$ cat src/rtl/lsu_pkg.sv
// Shared definitions for the load/store unit: funct3 codes, controller
// states and the access legality rule.
package lsu_pkg;

    localparam logic [2:0] F3_B  = 3'b000;
    localparam logic [2:0] F3_H  = 3'b001;
    localparam logic [2:0] F3_W  = 3'b010;
    localparam logic [2:0] F3_BU = 3'b100;
    localparam logic [2:0] F3_HU = 3'b101;

    typedef enum logic [1:0] {
        IDLE = 2'd0,
        RD   = 2'd1,
        WR   = 2'd2,
        RESP = 2'd3
    } lsu_state_e;

    // Legal = known size/sign code for the direction and naturally aligned.
    // Unsigned variants exist only for loads.
    function automatic logic is_legal(input logic       store,
                                      input logic [2:0] funct3,
                                      input logic [1:0] addr_lo);
        logic ok;
        case (funct3)
            F3_B:    ok = 1'b1;
            F3_BU:   ok = !store;
            F3_H:    ok = !addr_lo[0];
            F3_HU:   ok = !store && !addr_lo[0];
            F3_W:    ok = (addr_lo == 2'b00);
            default: ok = 1'b0;
        endcase
        return ok;
    endfunction

endpackage

$ cat src/rtl/lsu_mem_ctrl_if.sv
// Core-side request/response bus plus the word-only data memory port.
// slave = controller view, master = core + memory environment view.
interface lsu_mem_ctrl_if #(
    parameter int ADDR_W = 9,
    parameter int XLEN   = 32
);
    logic              req_valid;
    logic              req_ready;
    logic              req_store;
    logic [2:0]        req_funct3;
    logic [ADDR_W-1:0] req_addr;
    logic [XLEN-1:0]   req_wdata;
    logic              resp_valid;
    logic              resp_err;
    logic [XLEN-1:0]   resp_rdata;
    logic              MemRead;
    logic              MemWrite;
    logic [ADDR_W-1:0] mem_addr;
    logic [XLEN-1:0]   mem_wdata;
    logic [XLEN-1:0]   mem_rdata;

    modport slave (
        input  req_valid, req_store, req_funct3, req_addr, req_wdata, mem_rdata,
        output req_ready, resp_valid, resp_err, resp_rdata,
               MemRead, MemWrite, mem_addr, mem_wdata
    );

    modport master (
        output req_valid, req_store, req_funct3, req_addr, req_wdata, mem_rdata,
        input  req_ready, resp_valid, resp_err, resp_rdata,
               MemRead, MemWrite, mem_addr, mem_wdata
    );
endinterface

$ cat src/rtl/lsu_lane_unit.sv
// Byte/half lane logic shared by the load path and the sub-word RMW path:
// extracts + extends a lane from a memory word, and builds the merged word.
module lsu_lane_unit
    import lsu_pkg::*;
#(
    parameter int XLEN = 32
) (
    input  logic [XLEN-1:0] i_word,
    input  logic [2:0]      i_funct3,
    input  logic [1:0]      i_addr_lo,
    input  logic [XLEN-1:0] i_wdata,
    output logic [XLEN-1:0] o_load,
    output logic [XLEN-1:0] o_merged
);

    logic [7:0]  w_byte;
    logic [15:0] w_half;

    assign w_byte = i_word[{i_addr_lo, 3'b000} +: 8];
    assign w_half = i_word[{i_addr_lo[1], 4'b0000} +: 16];

    // Load lane select with sign or zero extension.
    always_comb begin
        o_load = i_word;
        case (i_funct3)
            F3_B:    o_load = {{(XLEN-8){w_byte[7]}}, w_byte};
            F3_BU:   o_load = {{(XLEN-8){1'b0}}, w_byte};
            F3_H:    o_load = {{(XLEN-16){w_half[15]}}, w_half};
            F3_HU:   o_load = {{(XLEN-16){1'b0}}, w_half};
            default: o_load = i_word;
        endcase
    end

    // Replace the target lane of the old word with the store data.
    always_comb begin
        o_merged = i_word;
        case (i_funct3)
            F3_B:    o_merged[{i_addr_lo, 3'b000} +: 8]     = i_wdata[7:0];
            F3_H:    o_merged[{i_addr_lo[1], 4'b0000} +: 16] = i_wdata[15:0];
            default: o_merged = i_wdata;
        endcase
    end

endmodule

$ cat src/rtl/lsu_mem_ctrl.sv
// Multi-cycle load/store initiator. Loads: IDLE->RD->RESP. SW: IDLE->WR->RESP.
// SB/SH: IDLE->RD->WR->RESP (read-modify-write, memory has no byte enables).
// Illegal/misaligned: IDLE->RESP with error, no memory strobe.
module lsu_mem_ctrl
    import lsu_pkg::*;
#(
    parameter int ADDR_W = 9,
    parameter int XLEN   = 32
) (
    input  logic          clk,
    input  logic          rst,
    lsu_mem_ctrl_if.slave bus
);

    lsu_state_e        r_state;
    logic              r_store;
    logic [2:0]        r_funct3;
    logic [1:0]        r_addr_lo;
    logic [XLEN-1:0]   r_wdata;
    logic              r_req_ready;
    logic              r_resp_valid;
    logic              r_resp_err;
    logic [XLEN-1:0]   r_resp_rdata;
    logic              r_mem_read;
    logic              r_mem_write;
    logic [ADDR_W-1:0] r_mem_addr;
    logic [XLEN-1:0]   r_mem_wdata;
    logic [XLEN-1:0]   w_load;
    logic [XLEN-1:0]   w_merged;

    lsu_lane_unit #(.XLEN(XLEN)) u_lane (
        .i_word    (bus.mem_rdata),
        .i_funct3  (r_funct3),
        .i_addr_lo (r_addr_lo),
        .i_wdata   (r_wdata),
        .o_load    (w_load),
        .o_merged  (w_merged)
    );

    assign bus.req_ready  = r_req_ready;
    assign bus.resp_valid = r_resp_valid;
    assign bus.resp_err   = r_resp_err;
    assign bus.resp_rdata = r_resp_rdata;
    assign bus.MemRead    = r_mem_read;
    assign bus.MemWrite   = r_mem_write;
    assign bus.mem_addr   = r_mem_addr;
    assign bus.mem_wdata  = r_mem_wdata;

    // Controller FSM; every output is registered so strobes are glitch-free.
    always_ff @(posedge clk) begin
        if (rst) begin
            r_state      <= IDLE;
            r_store      <= 1'b0;
            r_funct3     <= 3'b000;
            r_addr_lo    <= 2'b00;
            r_wdata      <= '0;
            r_req_ready  <= 1'b1;
            r_resp_valid <= 1'b0;
            r_resp_err   <= 1'b0;
            r_resp_rdata <= '0;
            r_mem_read   <= 1'b0;
            r_mem_write  <= 1'b0;
            r_mem_addr   <= '0;
            r_mem_wdata  <= '0;
        end else begin
            case (r_state)
                IDLE: begin
                    if (bus.req_valid) begin
                        r_store     <= bus.req_store;
                        r_funct3    <= bus.req_funct3;
                        r_addr_lo   <= bus.req_addr[1:0];
                        r_wdata     <= bus.req_wdata;
                        r_req_ready <= 1'b0;
                        if (!is_legal(bus.req_store, bus.req_funct3, bus.req_addr[1:0])) begin
                            r_resp_valid <= 1'b1;
                            r_resp_err   <= 1'b1;
                            r_state      <= RESP;
                        end else begin
                            r_mem_addr <= {bus.req_addr[ADDR_W-1:2], 2'b00};
                            if (bus.req_store && bus.req_funct3 == F3_W) begin
                                r_mem_write <= 1'b1;
                                r_mem_wdata <= bus.req_wdata;
                                r_state     <= WR;
                            end else begin
                                r_mem_read <= 1'b1;
                                r_state    <= RD;
                            end
                        end
                    end
                end
                RD: begin
                    r_mem_read <= 1'b0;
                    if (r_store) begin
                        // Sub-word store: capture the merged word for the WR cycle.
                        r_mem_wdata <= w_merged;
                        r_mem_write <= 1'b1;
                        r_state     <= WR;
                    end else begin
                        r_resp_rdata <= w_load;
                        r_resp_valid <= 1'b1;
                        r_resp_err   <= 1'b0;
                        r_state      <= RESP;
                    end
                end
                WR: begin
                    r_mem_write  <= 1'b0;
                    r_resp_valid <= 1'b1;
                    r_resp_err   <= 1'b0;
                    r_state      <= RESP;
                end
                RESP: begin
                    r_resp_valid <= 1'b0;
                    r_req_ready  <= 1'b1;
                    r_state      <= IDLE;
                end
                default: r_state <= IDLE;
            endcase
        end
    end

endmodule

$ cat src/flat_wrapper.sv
// flat-port wrapper written by rule: the top's interface ports become plain ports
module lsu_mem_ctrl_flat import lsu_pkg::*;
#(
    parameter int ADDR_W = 9,
    parameter int XLEN   = 32
)
  (clk, rst, bus_req_valid, bus_req_store, bus_req_funct3, bus_req_addr, bus_req_wdata, bus_mem_rdata, bus_req_ready, bus_resp_valid, bus_resp_err, bus_resp_rdata, bus_MemRead, bus_MemWrite, bus_mem_addr, bus_mem_wdata);
  lsu_mem_ctrl_if #(.ADDR_W(ADDR_W), .XLEN(XLEN)) bus_i ();
  input  logic clk;
  input  logic rst;
  input wire logic [$bits(bus_i.req_valid)-1:0] bus_req_valid;
  input wire logic [$bits(bus_i.req_store)-1:0] bus_req_store;
  input wire logic [$bits(bus_i.req_funct3)-1:0] bus_req_funct3;
  input wire logic [$bits(bus_i.req_addr)-1:0] bus_req_addr;
  input wire logic [$bits(bus_i.req_wdata)-1:0] bus_req_wdata;
  input wire logic [$bits(bus_i.mem_rdata)-1:0] bus_mem_rdata;
  output wire logic [$bits(bus_i.req_ready)-1:0] bus_req_ready;
  output wire logic [$bits(bus_i.resp_valid)-1:0] bus_resp_valid;
  output wire logic [$bits(bus_i.resp_err)-1:0] bus_resp_err;
  output wire logic [$bits(bus_i.resp_rdata)-1:0] bus_resp_rdata;
  output wire logic [$bits(bus_i.MemRead)-1:0] bus_MemRead;
  output wire logic [$bits(bus_i.MemWrite)-1:0] bus_MemWrite;
  output wire logic [$bits(bus_i.mem_addr)-1:0] bus_mem_addr;
  output wire logic [$bits(bus_i.mem_wdata)-1:0] bus_mem_wdata;
  assign bus_i.req_valid = bus_req_valid;
  assign bus_i.req_store = bus_req_store;
  assign bus_i.req_funct3 = bus_req_funct3;
  assign bus_i.req_addr = bus_req_addr;
  assign bus_i.req_wdata = bus_req_wdata;
  assign bus_i.mem_rdata = bus_mem_rdata;
  assign bus_req_ready = bus_i.req_ready;
  assign bus_resp_valid = bus_i.resp_valid;
  assign bus_resp_err = bus_i.resp_err;
  assign bus_resp_rdata = bus_i.resp_rdata;
  assign bus_MemRead = bus_i.MemRead;
  assign bus_MemWrite = bus_i.MemWrite;
  assign bus_mem_addr = bus_i.mem_addr;
  assign bus_mem_wdata = bus_i.mem_wdata;
  lsu_mem_ctrl #(.ADDR_W(ADDR_W), .XLEN(XLEN)) u_core (.clk(clk), .rst(rst), .bus(bus_i));
endmodule
$ cat config.mk
export PLATFORM = sky130hd
export DESIGN_NAME = lsu_mem_ctrl_flat
export DESIGN_NICKNAME = d
export VERILOG_FILES = /design/src/rtl/lsu_pkg.sv /design/src/rtl/lsu_mem_ctrl_if.sv /design/src/rtl/lsu_lane_unit.sv /design/src/rtl/lsu_mem_ctrl.sv /design/src/flat_wrapper.sv
export SDC_FILE = /design/constraint.sdc
export NUM_CORES = 1
export LEC_CHECK = 0
export CAP_MARGIN = 20
export CORE_MARGIN = 2
export CORE_UTILIZATION = 30
export CTS_CLUSTER_SIZE = 25
export DETAILED_ROUTE_END_ITERATION = 7
export PLACE_DENSITY = 0.62
export SYNTH_ARGS = -nofsm -noshare
export SYNTH_HDL_FRONTEND = slang
export SYNTH_SLANG_ARGS = --single-unit
$ cat constraint.sdc
create_clock -name clk -period 4.2 [get_ports clk]
set_clock_uncertainty 0.05 [all_clocks]
set_input_delay 0.84 -clock clk [delete_from_list [all_inputs] [get_ports clk]]
set_output_delay 0.84 -clock clk [all_outputs]
set_load 0.05 [all_outputs]
==> results of run 1 <==
==> worst max-delay path, stage by stage, from the launching register on <==
cell	delay, ps
dfxtp_2	810
inv_2	240
ha_1	390
nor2_1	450
a311oi_1	160
o311ai_0	520
a32o_1	240
==> layer usage <==
metal  track usage, %  wire length, um
met3             4.78             1470
met1             26.0             9580
met5                0                0
met2             30.0             9390
met4             6.20              386
==> final cells by class <==
type / instances / area, sq um
Sequential cell: 116 / 2320
Inverter: 8 / 30.0
Multi-Input combinational cell: 545 / 3430
Tap cell: 270 / 338
Clock inverter: 7 / 85.1
Timing Repair Buffer: 166 / 1630
Fill cell: 2055 / 11900
Clock buffer: 22 / 444
==> path summary, 6_finish.rpt <==
path | startpoint | to | slack, ps | cells after the start
worst max-delay path | u_core.r_addr_lo[1] | u_core.bus.mem_wdata[7] | 1270 | 6
worst min-delay path | u_core.r_wdata[19] | u_core.r_wdata[19] | 400 | 2
worst max register to register | u_core.r_addr_lo[1] | u_core.bus.mem_wdata[7] | 1270 | 6
worst min register to register | u_core.r_wdata[19] | u_core.r_wdata[19] | 400 | 2
==> cell families (layout without fill, tap and decap cells) <==
group                    after synthesis  in the layout  synth area share [%]
AND/OR/NAND/NOR                      271            271                  20.6
multiplexers                          34             34                  5.90
other                                  1              2                0.0612
buffers and inverters                 76            203                  6.25
flip-flops                           116            116                  37.9
adder cells (fa/ha/maj)                9              9                  1.84
AO/OA/AOI/OAI                        229            229                  27.5
==> flip-flops by register name, indices dropped and copies added (netlist names), 2 cells and up <==
signal / count
u_core.bus.mem_addr: 7
u_core.bus.mem_wdata: 32
u_core.bus.resp_rdata: 32
u_core.r_addr_lo: 2
u_core.r_funct3: 3
u_core.r_state: 2
u_core.r_wdata: 32
==> cell usage in the layout (no fill, tap or decap), types with 9 or more instances in the layout <==
cell type and instances:
a221oi_1 16, clkdlybuf4s50_1 154, a311oi_1 9, a211oi_1 28
nand2_1 136, clkbuf_16 17, nor2_1 69, or2_2 9
a31oi_1 16, o21ai_0 26, a21oi_1 51, dfxtp_1 115
nor2b_1 9, mux2i_1 26, a211o_1 16, buf_4 11
==> power breakdown <==
part | leakage, nW | total (mW) | internal (mW) | switching, mW
clock network | 0.263 | 1.34 | 0.854 | 0.483
registers | 0.949 | 1.63 | 1.40 | 0.237
logic | 1.75 | 2.80 | 0.964 | 1.83
==> impl_metrics.json, run 1 <==
{
  "status": "completed",
  "irDropWorstVdd_uv": 327,
  "grt_pass1_wl_mm": 32.0,
  "hold_viol": 0,
  "ys.flop_type": "dfxtp_1",
  "ys_seq_area_share_pct": 37.9,
  "synth_area_leaders": "dfxtp_1 (38%), nand2_1 (8.3%), mux2i_1 (4.2%)",
  "finalNetCount": 943,
  "dp_slack_ps": 964,
  "htreeDepth": 4,
  "setup-violations-final": 0,
  "layout_setup_ws_ps": 1270,
  "rsz0062_at_grt": "no",
  "yosysWarnings": 0,
  "crit_path_start_kind": "flop",
  "cts_buffers": 17,
  "synthCells": 736,
  "synth_top_area_share_pct": 37.9,
  "drc_errors": 0,
  "ios": 158,
  "hold_path_class": "reg2reg",
  "insertion_delay_ps": 420,
  "synth.most_common_cell": "nand2_1",
  "wl_per_cell_um": 18.4,
  "synthArstFlopShare_pct": 0,
  "cts_resized": 0,
  "fp.dieH_um": 147,
  "drive_gt1_share_pct": 9.03,
  "avgViaCountPerCell": 5.28,
  "hpwl_mm": 14.6,
  "first_pass_iters": 6,
  "period_needed_ps": 2930,
  "clk_pin_slew_ps": 50,
  "stdcell_area_sq_um": 8280,
  "worstSetupPathType": "reg2reg",
  "synth_seq_cells": 116,
  "cts_sinks": 116,
  "place_congestion": 0.822,
  "postRouteAntennaNets": 0,
  "synth.largest_area_cell": "dfxtp_1",
  "grt.overflow.total": 0,
  "coreArea_sq_um": 20200,
  "timing.final.max_slew_violations": 0,
  "post_dp_cell_area_sq_um": 7750,
  "die-area_sq_um": 21600,
  "antenna_found_initial": 0,
  "postCtsSetupBuffers": 0,
  "netlist_area_sq_um": 6130,
  "rows": 52,
  "total_leakage_power_nw": 2.96,
  "placed_cells": 1105,
  "grtUsageTotal_pct": 19.2,
  "diodes": 0,
  "portBuffers": 155,
  "cts_hold_buf": 0,
  "cp.required_ps": 4510,
  "area_delta_synth_final_pct": 35.1,
  "maxCapViolations": 0,
  "final_core_util_pct": 41.1,
  "cellPowerDensity_nw_per_um2": 696,
  "fin_tns_setup_ps": 0,
  "fmax_mhz": 341,
  "clk_path_buf_depth": 2,
  "grt_pass1_vias": 5551,
  "cts_tree": "done",
  "crit_arrival_ps": 3240,
  "cts_root_buffer": "clkbuf_16",
  "synth_edf_count": 0,
  "holdWs_ps": 403,
  "avgSynthCellArea_sq_um": 8.33,
  "start_util_pct": 30.4,
  "stdcell_count": 1134,
  "dieWidth_um": 147,
  "slew_headroom_pct": 34.2,
  "fin_crit_sh_pct": 69.8,
  "power.total_mw": 5.77,
  "crit_fanout": 30,
  "drt_iter0_markers": 487,
  "synth_common_cells": "nand2_1 (136), dfxtp_1 (116), nor2_1 (69)",
  "setup.worst_path.end_class": "flop",
  "ys_types": 60,
  "tightest_slew_ps": 987,
  "vias": 5992,
  "grt_max_degree": 86,
  "drt_wl_total_mm": 20.8
}
Note: power is estimated with default switching activity, not from simulation.
==> run 2, diff against run 1 <==
==> constraint.sdc (replaced) <==
create_clock -name clk -period 2.95 [get_ports clk]
set_clock_uncertainty 0.05 [all_clocks]
set_input_delay 0.59 -clock clk [delete_from_list [all_inputs] [get_ports clk]]
set_output_delay 0.59 -clock clk [all_outputs]
set_load 0.05 [all_outputs]
==> run 2 against run 1 <==
  * Clock-buffer cell count shrank 2
  * Non-clock buffer count grew 10
  * Cell area grew 1.1%
  * Combinational power grew 48%
  * Clock power grew 36%
  * Core utilization grew 0.43 points
  * Highest routed layer unchanged
==> impl_metrics.json, run 2 (synthesis results as in run 1) <==
{
  "cp.required_ps": 3270,
  "avgViaCountPerCell": 5.27,
  "crit_arrival_ps": 2710,
  "tightest_slew_ps": 691,
  "htreeDepth": 4,
  "area_delta_synth_final_pct": 36.6,
  "die-area_sq_um": 21600,
  "final_common_cell": "clkdlybuf4s50_1",
  "rr_endpoint": "u_core.bus.mem_wdata[25]",
  "final_cell_mix": "clkdlybuf4s50_1 (154), nand2_1 (136), dfxtp_1 (115), nor2_1 (69), a21oi_1 (51)",
  "coreArea_sq_um": 20200,
  "ios": 158,
  "layout_setup_ws_ps": 560,
  "cellPowerDensity_nw_per_um2": 982,
  "dp_slack_ps": 371,
  "r2r_slack_ps": 560,
  "hold_path_class": "reg2reg",
  "irDropWorstVdd_uv": 457,
  "fp.dieH_um": 147,
  "insertion_delay_ps": 420,
  "portBuffers": 155,
  "rows": 52,
  "place_congestion": 0.824,
  "r2r_start": "u_core.r_addr_lo[1]",
  "fin_tns_setup_ps": 0,
  "stdcell_area_sq_um": 8370,
  "final_core_util_pct": 41.5,
  "crit_fanout": 39,
  "placed_cells": 1115,
  "drc_errors": 0,
  "clk_path_buf_depth": 2,
  "cts_buffers": 17,
  "hold_viol": 0,
  "cts_hold_buf": 0,
  "stdcell_count": 1144,
  "cts_root_buffer": "clkbuf_16",
  "clk_pin_slew_ps": 50,
  "period_needed_ps": 2390,
  "max_stage_delay_ps": 480,
  "min_delay_path_depth": 2,
  "setup.worst_path.end_class": "flop",
  "postCtsSetupBuffers": 0,
  "drt_wl_total_mm": 21.0,
  "grtUsageTotal_pct": 19.3,
  "start_util_pct": 30.4,
  "status": "completed",
  "finalNetCount": 953,
  "crit_path_start_kind": "flop",
  "postRouteAntennaNets": 0,
  "cts_tree": "done",
  "drt_iter0_markers": 621,
  "rsz0062_at_grt": "no",
  "path_cells": "buf_4 -> ha_1 -> and4bb_2 -> a221oi_1 -> a211o_1 -> a31oi_1 -> a22o_1",
  "worstSetupPathType": "reg2reg",
  "fin_crit_sh_pct": 81.0,
  "grt.overflow.total": 0,
  "grt_pass1_vias": 5548,
  "drive_gt1_share_pct": 10.5,
  "setup-violations-final": 0,
  "slew_headroom_pct": 53.6,
  "timing.final.max_slew_violations": 0,
  "hpwl_mm": 14.8,
  "power.total_mw": 8.22,
  "diodes": 0,
  "min_from": "u_core.r_wdata[29]",
  "total_leakage_power_nw": 3.00,
  "reg2regPathDepth": 7,
  "antenna_found_initial": 0,
  "fmax_mhz": 418,
  "holdWs_ps": 403,
  "dieWidth_um": 147,
  "wl_per_cell_um": 18.4,
  "grt_max_degree": 55,
  "maxCapViolations": 0,
  "cts_sinks": 116,
  "cts_resized": 0,
  "grt_pass1_wl_mm": 32.1,
  "vias": 6025,
  "cp_slowest_cell": "buf_4",
  "post_dp_cell_area_sq_um": 7860,
  "min_to": "u_core.r_wdata[29]",
  "first_pass_iters": 6
}
## run 2: cell types whose count changed in the layout (fill, tap and decap cells not counted)
cell and delta:
buf_4 +8, clkbuf_1 -4, clkinvlp_4 +3, buf_12 +2, bufinv_16 -2, clkbuf_8 +2
clkinv_4 +2, clkinv_2 -1
## run 2: worst max path at each step
stage | startpoint | end | cells past startpoint
2_1_floorplan | u_core.r_addr_lo[1] | u_core.bus.mem_wdata[30] | 9
3_3_place_gp | bus_req_valid | u_core.bus.MemRead | 6
3_5_place_dp | bus_req_valid | u_core.bus.MemRead | 6
4_1_cts | u_core.r_addr_lo[1] | u_core.bus.mem_wdata[25] | 7
5_1_grt | u_core.r_state[1] | u_core.bus.resp_rdata[10] | 6
6_report | u_core.r_addr_lo[1] | u_core.bus.mem_wdata[25] | 7
## run 2: cell type report
| cell class | count | area (sq um) |
|---|---|---|
| Multi-Input combinational cell | 545 | 3430 |
| Clock buffer | 20 | 457 |
| Inverter | 8 | 30.0 |
| Clock inverter | 9 | 60.1 |
| Fill cell | 2042 | 11800 |
| Sequential cell | 116 | 2320 |
| Timing Repair Buffer | 176 | 1730 |
| Tap cell | 270 | 338 |
## run 2: report_power, final
| group | switching, mW | internal (mW) | leakage [nW] | total (mW) |
|---|---|---|---|---|
| combinational | 2.69 | 1.44 | 1.81 | 4.13 |
| sequential | 0.285 | 1.99 | 0.949 | 2.28 |
| clock | 0.725 | 1.09 | 0.249 | 1.82 |
## run 2: layer usage
metal	wire length [um]	vias to the layer above	global-route usage, %
met3	1460	34	4.60
met1	9620	2827	26.5
li1	-	2929	-
met5	0	-	0
met4	668	0	8.75
met2	9260	235	28.7
## run 2: worst max-delay path: cells and delay by family (launching register included)
kind,cells,cell delay (ps)
AND/OR/NAND/NOR,1,360
flip-flops,1,340
AO/OA/AOI/OAI,4,830
buffers and inverters,1,480
adder cells (fa/ha/maj),1,260
==> edit: new RTL, flow settings as in run 2 <==
`ADDR_W` is set to 9 in 3 places; all go to 10.
--- a/src/rtl/lsu_mem_ctrl_if.sv
+++ b/src/rtl/lsu_mem_ctrl_if.sv
@@ -2,5 +2,5 @@
 // slave = controller view, master = core + memory environment view.
 interface lsu_mem_ctrl_if #(
-    parameter int ADDR_W = 9,
+    parameter int ADDR_W = 10,
     parameter int XLEN   = 32
 );
--- a/src/rtl/lsu_mem_ctrl.sv
+++ b/src/rtl/lsu_mem_ctrl.sv
@@ -5,5 +5,5 @@
     import lsu_pkg::*;
 #(
-    parameter int ADDR_W = 9,
+    parameter int ADDR_W = 10,
     parameter int XLEN   = 32
 ) (
--- a/src/flat_wrapper.sv
+++ b/src/flat_wrapper.sv
@@ -2,5 +2,5 @@
 module lsu_mem_ctrl_flat import lsu_pkg::*;
 #(
-    parameter int ADDR_W = 9,
+    parameter int ADDR_W = 10,
     parameter int XLEN   = 32
 )
Ports: changed (resized bus_mem_addr and bus_req_addr); port bits go from 158 to 160. The function was not compared with the original's and may differ.
==> edit against run 2 <==
  * Total power grew 4.9%
  * Setup slack gained 0.0047 ns
  * Via count grew 0.41%
  * Highest routed layer unchanged
  * Final area grew 2.2%
  * Fmax grew 0.20%
  * Wire length grew 1.0%
  * Sequential share of layout area shrank 0.37 points
  * Sequential cell count grew 1
  * Non-clock buffer count grew 4
  * Synthesized area grew 0.55%
  * Count of clock-buffer cells in the layout grew 1
==> edit: results (changes against run 2) <==
- # port buffers: 157 (+1.3%)
- Worst min-delay path startpoint: u_core.r_wdata[24]$_SDFFE_PP0P_
- Vias: 6,050 (+0.41%)
- Worst hold path class: register to register
- Initial DRT Pass Iterations: 7 (+1)
- Dpl ws: 0.4333 ns (+0.06273 ns)
- Total GRT Usage: 19.51% (+0.23 points)
- First-pass GRT wire length: 32.92 mm (+2.6%)
- Worst-Margin Slew: 0.7296 ns (+0.03818 ns)
- Pin count of the biggest net entering global routing: 59 (+7.3%)
- DP Wirelength: 15.03 mm (+1.3%)
- Most instantiated cells after synthesis: nand2_1 (136), dfxtp_1 (117), nor2_1 (71)
- CP max FO: 11 (-72%)
- Cts bufs inserted: 17 (unchanged)
- Initial antenna violation count: 0 (unchanged)
- Synth unique cells: 58 (-3.3%)
- Clk buf depth: 2 (unchanged)
- Max Clock Freq: 419.2 MHz (+0.20%)
- Layout cells sized above 1: 10.76% (+0.23 points)
- Final ANT Viol Nets: 0 (unchanged)
- Number of global-route vias before repair: 5,825 (+5.0%)
- Worst hold endpoint: u_core.r_wdata[24]$_SDFFE_PP0P_
- Final GP Congestion: 0.8358 (+1.4%)
- P_leak: 3.103 nW (+3.3%)
- Status: complete, no violations
- Reg-to-Reg End: u_core.bus.mem_wdata[23]$_SDFFE_PP0P_
- Worst Path Arrival: 2.70 ns (about the same)
- Worst vdd ir: 0.4162 mV (-9.0%)
- Register area share after synthesis: 37.99% (+0.12 points)
- Largest cells by area after synthesis: dfxtp_1 (38%), nand2_1 (8.3%), mux2i_1 (4.4%)
- DR iter-0 viols: 475 (-24%)
- Routed WL: 21.23 mm (+1.0%)
- Nets@finish: 961 (+0.84%)
[edit: cell families (layout without fill, tap and decap cells)]
logic type / after synthesis / in the layout / share of synthesized area [%]
mux: 35 / 35 / 6.028
fa+ha+maj: 9 / 9 / 1.827
compound gates: 229 / 229 / 27.36
buf+inv: 77 / 219 / 6.251
simple gates: 272 / 272 / 20.48
other cells: 1 / 2 / 0.06083
flops: 117 / 117 / 37.99
[edit: layer usage]
layer,routed length (um),global-route usage [%],vias to the layer above
met5,0,0,-
met4,395,5.577,0
li1,-,-,2944
met2,9732,30.84,195
met3,1391,5.000,27
met1,9710,26.39,2884
[edit: worst max-delay path, stage by stage, from the launching register on]
cell	delay (ns)
dfxtp_2	0.46
inv_2	0.15
ha_1	0.36
nor4bb_4	0.46
a221oi_1	0.16
a211o_1	0.34
a31oi_1	0.21
a22o_2	0.15
[edit: power by group]
part	total (mW)	switching (mW)	internal, mW
Sequential	2.30	0.293	2.00
Combinational	4.13	2.67	1.46
Clock	2.20	0.733	1.47
Total	8.63	3.70	4.93
[edit: layout make-up]
| type | count | area [um^2] |
|---|---|---|
| repair buffers | 180 | 1777 |
| well taps | 270 | 337.8 |
| flip-flops and latches | 117 | 2344 |
| fillers | 2078 | 11610 |
| clock inverters | 10 | 152.6 |
| multi-input cells | 547 | 3446 |
| clock buffers | 21 | 470.5 |
| inverters | 8 | 30.03 |
[edit: worst max path at each step]
| stage | endpoint | slack [ns] |
|---|---|---|
| after floorplan | u_core.bus.mem_wdata[30]$_SDFFE_PP0P_ | 0.83 |
| after global placement | u_core.bus.MemRead$_SDFFE_PP0P_ | 0.48 |
| after detailed placement | u_core.bus.mem_wdata[9]$_SDFFE_PP0P_ | 0.43 |
| after CTS | u_core.bus.mem_wdata[23]$_SDFFE_PP0P_ | 0.58 |
| after global routing | u_core.bus.mem_wdata[23]$_SDFFE_PP0P_ | 0.37 |
| final | u_core.bus.mem_wdata[23]$_SDFFE_PP0P_ | 0.56 |
[edit: stage by stage]
stage	hold WS (ns)	cell area (um^2)	instances	util, %
CTS	0.4057	8557	1153	42.43
global placement	0.3922	7934	1122	39.34
floorplan	0.3866	6168	741	-
global route	0.4189	8557	1153	42.43
detailed placement	0.3975	7934	1122	39.34
finish	0.4037	8557	1153	42.43
